File: src/rtl/dma_desc_ram_pkg.sv
// dma_desc_ram_pkg: shared types, owner encoding and read-latency helper
// for the descriptor RAM arbiter.
package dma_desc_ram_pkg;

    localparam logic OWN_RD0 = 1'b0;
    localparam logic OWN_RD1 = 1'b1;

    typedef struct packed {
        logic valid;
        logic owner;
    } tag_t;

    function automatic int rd_lat(input bit pipelined);
        return pipelined ? 2 : 1;
    endfunction

endpackage

File: src/rtl/dma_rr_arb2.sv
// dma_rr_arb2: two-way round-robin arbiter; the pointer moves only when the
// caller reports that the grant was actually used.
module dma_rr_arb2
    import dma_desc_ram_pkg::*;
(
    input  logic       clock,
    input  logic       resetn,
    input  logic [1:0] req,
    input  logic       advance,
    output logic [1:0] grant
);

    logic rr_last;

    always_comb grant = (&req) ? (rr_last ? 2'b01 : 2'b10) : req;

    always_ff @(posedge clock or negedge resetn)
        if (!resetn) rr_last <= OWN_RD1;
        else if (advance) rr_last <= grant[1];

endmodule

File: src/rtl/dma_desc_ram_arbiter.sv
// dma_desc_ram_arbiter: shares one two-port descriptor RAM between two writers
// (fixed priority) and two readers (round-robin) and routes read data back.
module dma_desc_ram_arbiter
    import dma_desc_ram_pkg::*;
#(
    parameter int ADDR_WIDTH = 2,
    parameter bit PIPELINED  = 1
) (
    input  logic                  clock,
    input  logic                  resetn,
    input  logic                  wr0_req,
    input  logic [ADDR_WIDTH-1:0] wr0_addr,
    input  logic [31:0]           wr0_data,
    output logic                  wr0_ack,
    input  logic                  wr1_req,
    input  logic [ADDR_WIDTH-1:0] wr1_addr,
    input  logic [31:0]           wr1_data,
    output logic                  wr1_ack,
    input  logic                  rd0_req,
    input  logic [ADDR_WIDTH-1:0] rd0_addr,
    output logic                  rd0_ack,
    output logic                  rd0_valid,
    input  logic                  rd1_req,
    input  logic [ADDR_WIDTH-1:0] rd1_addr,
    output logic                  rd1_ack,
    output logic                  rd1_valid,
    output logic [31:0]           rd_data,
    output logic                  ram_wen,
    output logic [ADDR_WIDTH-1:0] ram_waddr,
    output logic [31:0]           ram_wdata,
    output logic                  ram_ren,
    output logic [ADDR_WIDTH-1:0] ram_raddr,
    input  logic [31:0]           ram_rdata
);

    localparam int LAT = rd_lat(PIPELINED);

    logic [1:0] grant;
    tag_t       tags [LAT];

    assign wr0_ack   = wr0_req;
    assign wr1_ack   = wr1_req & ~wr0_req;
    assign ram_wen   = wr0_req | wr1_req;
    assign ram_waddr = wr0_req ? wr0_addr : wr1_addr;
    assign ram_wdata = wr0_req ? wr0_data : wr1_data;

    dma_rr_arb2 u_arb (
        .clock   (clock),
        .resetn  (resetn),
        .req     ({rd1_req, rd0_req}),
        .advance (ram_ren),
        .grant   (grant)
    );

    // A read hitting this cycle's write address waits one cycle so it sees the new word.
    assign ram_raddr = grant[1] ? rd1_addr : rd0_addr;
    assign ram_ren   = (|grant) & ~(ram_wen & (ram_raddr == ram_waddr));
    assign rd0_ack   = ram_ren & grant[0];
    assign rd1_ack   = ram_ren & grant[1];

    always_ff @(posedge clock or negedge resetn)
        if (!resetn) begin
            for (int i = 0; i < LAT; i++) tags[i] <= '0;
        end else begin
            tags[0] <= '{valid: ram_ren, owner: grant[1] ? OWN_RD1 : OWN_RD0};
            for (int i = 1; i < LAT; i++) tags[i] <= tags[i-1];
        end

    assign rd0_valid = tags[LAT-1].valid & (tags[LAT-1].owner == OWN_RD0);
    assign rd1_valid = tags[LAT-1].valid & (tags[LAT-1].owner == OWN_RD1);
    assign rd_data   = ram_rdata;

endmodule
File: config.mk
export PLATFORM = sky130hd
export DESIGN_NAME = dma_desc_ram_arbiter
export DESIGN_NICKNAME = d
export VERILOG_FILES = /design/src/rtl/dma_desc_ram_pkg.sv /design/src/rtl/dma_rr_arb2.sv /design/src/rtl/dma_desc_ram_arbiter.sv
export SDC_FILE = /design/constraint.sdc
export NUM_CORES = 1
export LEC_CHECK = 0
export CORE_MARGIN = 8
export CORE_UTILIZATION = 19
export DETAILED_ROUTE_END_ITERATION = 8
export PLACE_DENSITY = 0.81
export SYNTH_ARGS = -nofsm -noshare
export SYNTH_HDL_FRONTEND = slang
export SYNTH_SLANG_ARGS = --single-unit
export TNS_END_PERCENT = 100
File: constraint.sdc
create_clock -name clock -period 2.34 [get_ports clock]
set_clock_uncertainty 0.15 [all_clocks]
set_input_delay 0.468 -clock clock [delete_from_list [all_inputs] [get_ports clock]]
set_output_delay 0.468 -clock clock [all_outputs]
set_load 0.01 [all_outputs]
=== Word level (Yosys, flattened, before mapping) ===
Index checks and enable logic that the tools add are counted.

* Register bits after elaboration: 5
* Bits of input ports: 110
* Output and inout port bits: 76
* Logic and storage cells: 25

* Equality and inequality tests: 1
* Multiplexer cells: 6
* Bitwise operators: 11
* Reduce and logical (&&, ||, !) cells: 2

{| class="wikitable"
|+ Operators by type and width
! cell !! count
|-
| 32-bit two-way mux || 1
|-
| 2-bit two-way mux || 4
|-
| 1-bit AND || 7
|-
| 1-bit inverter || 3
|-
| 2-bit == test || 1
|-
| 2-bit AND reduction || 1
|-
| 2-bit OR reduction || 1
|-
| 1-bit two-way mux || 1
|-
| 1-bit OR || 1
|}

=== Depth between registers and ports, before layout ===
* Depth in word-level cells: 8
* Gate-level depth with buffers: 5

=== Modules after synthesis ===
Synthesis repeated with hierarchy kept, for this count alone.

* Cells, all modules: 93
* Area total of the unflattened synthesis: 937.1 µm²

{| class="wikitable"
|+ By module, submodules not included
! module !! instances !! cells an instance !! area each (µm²) !! seq. area each (µm²)
|-
| dma_desc_ram_arbiter || 1 || 88 || 873.3 || 100.1
|-
| dma_rr_arb2 || 1 || 5 || 63.8 || 26.3
|}

=== Worst setup path before layout ===
No wires, ideal clock.

* Kind: input -> output
* Start point: input wr0_req
* End point: output ram_ren
* Data arrival time: 1587 ps
* Path slack: 135 ps
* Stages on the path: 5
* Buffers on the path: 1
* Path through: buf_2 > mux2_1 > xnor2_1 > and3_1 > nor2_1

* Word-level cells in the longest chain between the ends: 5
* Elaborated cells on any way between the ends: 6

{| class="wikitable"
|+ Ends and longest elaborated chain
! what !! line !! RTL
|-
| from (decl) || dma_desc_ram_arbiter.sv:11 || <nowiki>input logic wr0_req,</nowiki>
|-
| 2-bit two-way mux || dma_desc_ram_arbiter.sv:44 || <nowiki>assign ram_waddr = wr0_req ? wr0_addr : wr1_addr;</nowiki>
|-
| named net ram_waddr[0] || dma_desc_ram_arbiter.sv:29 || <nowiki>output logic [ADDR_WIDTH-1:0] ram_waddr,</nowiki>
|-
| 2-bit == test || dma_desc_ram_arbiter.sv:57 || <nowiki>assign ram_ren = (|grant) & ~(ram_wen & (ram_raddr == ram_waddr));</nowiki>
|-
| 1-bit AND || dma_desc_ram_arbiter.sv:57 ||
|-
| 1-bit inverter || dma_desc_ram_arbiter.sv:57 ||
|-
| 1-bit AND || dma_desc_ram_arbiter.sv:57 ||
|-
| to (decl) || dma_desc_ram_arbiter.sv:31 || <nowiki>output logic ram_ren,</nowiki>
|}

The timed path passes the listed nets, and every way through them passes these cells.

=== Worst setup path in the final report ===
* Start point: input rd0_addr[1]
* End point: output rd0_ack

* Word-level cells in the longest chain between the ends: 6

{| class="wikitable"
|+ Ends and longest elaborated chain
! what !! line !! RTL
|-
| from (decl) || dma_desc_ram_arbiter.sv:20 || <nowiki>input logic [ADDR_WIDTH-1:0] rd0_addr,</nowiki>
|-
| 2-bit two-way mux || dma_desc_ram_arbiter.sv:56 || <nowiki>assign ram_raddr = grant[1] ? rd1_addr : rd0_addr;</nowiki>
|-
| 2-bit == test || dma_desc_ram_arbiter.sv:57 ||
|-
| 1-bit AND || dma_desc_ram_arbiter.sv:57 ||
|-
| 1-bit inverter || dma_desc_ram_arbiter.sv:57 ||
|-
| 1-bit AND || dma_desc_ram_arbiter.sv:57 ||
|-
| 1-bit AND || dma_desc_ram_arbiter.sv:58 || <nowiki>assign rd0_ack = ram_ren & grant[0];</nowiki>
|-
| to (decl) || dma_desc_ram_arbiter.sv:21 || <nowiki>output logic rd0_ack,</nowiki>
|}

Every way passes these cells.

==> results.cfg <==
[outcome]
status = complete, but fails checks
violated_checks = negative setup slack

[run]
max_cap_violations = 0

[detailed_routing]
drt-total-wl_um = 4190
route.antenna.remaining_nets = 0
route.detailed.wl_per_inst_um = 16.7
drc = 0
drt_first_pass_iters = 3
drt_iter0_markers = 4
via_cell_ratio = 4.23
vias = 1057

[die]
starting_density = 0.197
die_w_um = 85.7
floorplan.die.height_um = 85.7
boundaryPins = 186
dieArea_um2 = 7340
design.core.area_um2 = 4690
placement_rows = 25

[worst_setup_path]
family_with_the_most_delay_on_the_worst_path = buffers and inverters
timing.critical_path.fanout_max = 2
crit_cells = 6
timing.reg2reg.worst_path_depth = 11
timing.critical_path.buf_inv = 2
arrival_time_at_the_worst_endpoint_ns = 1.78
reg2reg_to = u_arb.rr_last
critPathRequiredTime_ns = 1.72
r2r_start = u_arb.rr_last
critical_path.max_stage_delay_ns = 0.40
startpoint_type_of_the_worst_setup_path = primary input
reg2reg_slack_ns = 0.08
crit_path_top_delay_cell = clkdlybuf4s50_1
timing.setup.critical_path_class = primary input to primary output
timing.critical_path.cells = clkdlybuf4s50_1, mux2_4, xnor2_2, a31oi_1, and2_1, buf_2
worstSetupEndpointType = primary output

[clock_network]
clock_tree_from_tritoncts = yes
numClockSinks = 5
clk_latency_ns = 0.21
cts-root-buf = clkbuf_8
path_clk_slew_ns = 0.04
cts_htree_levels = 1
clockBufferDepth = 2
holdBufCountCts = 0
cts-buffers-inserted = 3

[synth]
top_area_cells_in_the_synthesized_netlist = mux2_1 40%, buf_4 27%, dfrtp_1 11%
netlist-cell-type-count = 17
syn-num-nets = 205
synth_seq_area_share = 0.137
netlist.area_leader.share = 0.403
yosysWarningCount = 0
synth_cells = 95
cell_accounting_for_the_most_synthesized_area = mux2_1
synth_seq_cells = 5
synth_area_um2 = 922
syn_avg_cell_area_um2 = 9.71

[worst_hold_path]
min_path_type = flip-flop to flip-flop
endpoint_with_the_worst_hold_slack = tags[1]
min_from = tags[3]
hold_depth = 0

[timing]
fmax_mhz = 417
timing.final.hold_violations = 0
final_period_minus_worst_setup_slack_ns = 2.40
slew-limit-headroom = 0.830
timing_worst_slew_pin_value_ns = 0.254
finalCritPeriodShare = 1.03
unrepaired_setup_endpoints_after_global_routing = true
final.setup.tns_ns = -0.103
fin_hold_ws_ns = 0.219
finalSetupViolCount = 3
maxSlewViolCount = 0
setup_slack_ns = -0.0596

[global_route]
maximum_number_of_pins_on_one_net_before_global_route_repair = 17
grt_use_total = 0.108
antenna_found_initial = 0
grt_pass1_wl_um = 6380
gr-total-overflow = 0
first_global_vias = 1309

[finish]
mostFrequentLayoutCells = 100 x clkdlybuf4s50_1, 32 x mux2_1, 15 x dlygate4sd2_1
syn_to_final_growth_pct = 129
finalNetCount = 307
num_antenna_cells = 0
design_area_um2 = 2110
mostFrequentLayoutCell = clkdlybuf4s50_1
layout.filler_cells = 461
layout-drive-gt1-share = 0.168

[placement]
port-buffer-count = 121
detailed_place_hpwl_um = 3650
postPlaceCellArea_um2 = 1970
routabilityCongestion = 0.699

[power]
finalPower_mw = 0.729
power.density_nw_per_um2 = 345
leakagePower_nw = 0.879
ir_drop_mv = 0.246
report_power, final:
group / switching (mW) / total, mW / internal, mW / leakage [nW]
logic: 0.151 / 0.454 / 0.302 / 0.799
clock network: 0.0403 / 0.157 / 0.117 / 0.0228
registers: 0.0104 / 0.119 / 0.108 / 0.0570
total: 0.202 / 0.729 / 0.527 / 0.879
per-stage QoR:
step / utilization / worst slack, ns / std cells
global route: 0.450 / -0.134 / 250
floorplan: - / 0.135 / 95
CTS: 0.442 / -0.0591 / 250
detailed placement: 0.421 / -0.856 / 239
global placement: 0.421 / -0.816 / 239
finish: 0.450 / -0.0596 / 250
metal layers:
metal	GRT usage	wire (um)	vias to the layer above
met5	0	0	-
met4	0.0175	20	0
met3	0.0669	580	4
met2	0.207	2310	78
met1	0.0937	1280	485
li1	-	-	490
worst max path at each step:
| stage | from | end | slack (ns) |
|---|---|---|---|
| floorplan | wr0_req | ram_ren | 0.13 |
| global placement | rd1_req | ram_ren | -0.82 |
| detailed placement | rd1_req | ram_ren | -0.86 |
| CTS | u_arb.rr_last | rd0_ack | -0.06 |
| global route | u_arb.rr_last | rd0_ack | -0.13 |
| finish | rd0_addr[1] | rd0_ack | -0.06 |
registers in the layout, summed over array words and instances, names as in the netlist:
| register | flops |
|---|---|
| u_arb.rr_last | 1 |
| tags | 4 |
cell usage after synthesis:
cell type and instances:
nor2b_1 3, a31oi_1 1, a21boi_4 1, mux2_4 3, or2_1 1, dfstp_2 1
dfrtp_1 4, mux2_1 33, o22ai_1 1, buf_2 4, inv_1 2, nand2_1 1
nor2_1 2, xnor2_1 2, buf_4 33, and3_1 1, and2_1 2
cell type report:
cell class              instances  area (um2)  share of cell area
repair buffers                134        1310               0.619
well taps                      54        67.6              0.0320
clock buffers                   4        45.0              0.0213
multi-input cells              51         558               0.264
inverters                       2        7.51             0.00355
flip-flops and latches          5         126              0.0598
timing repair:
action / CTS / global route
pin swaps: 7 / 6
setup endpoints to repair: 23 / 13
resized for setup: 46 / 9
setup buffers: 7 / 1
logic make-up after synthesis:
kind of cell	count (synthesis)	share of synthesized area
AO/OA/AOI/OAI	3	0.0339
XOR/XNOR	2	0.0190
buffers and inverters	39	0.299
flip-flops	5	0.137
multiplexers	36	0.452
AND/OR/NAND/NOR	10	0.0597
Power figures use the tool's default switching activity.
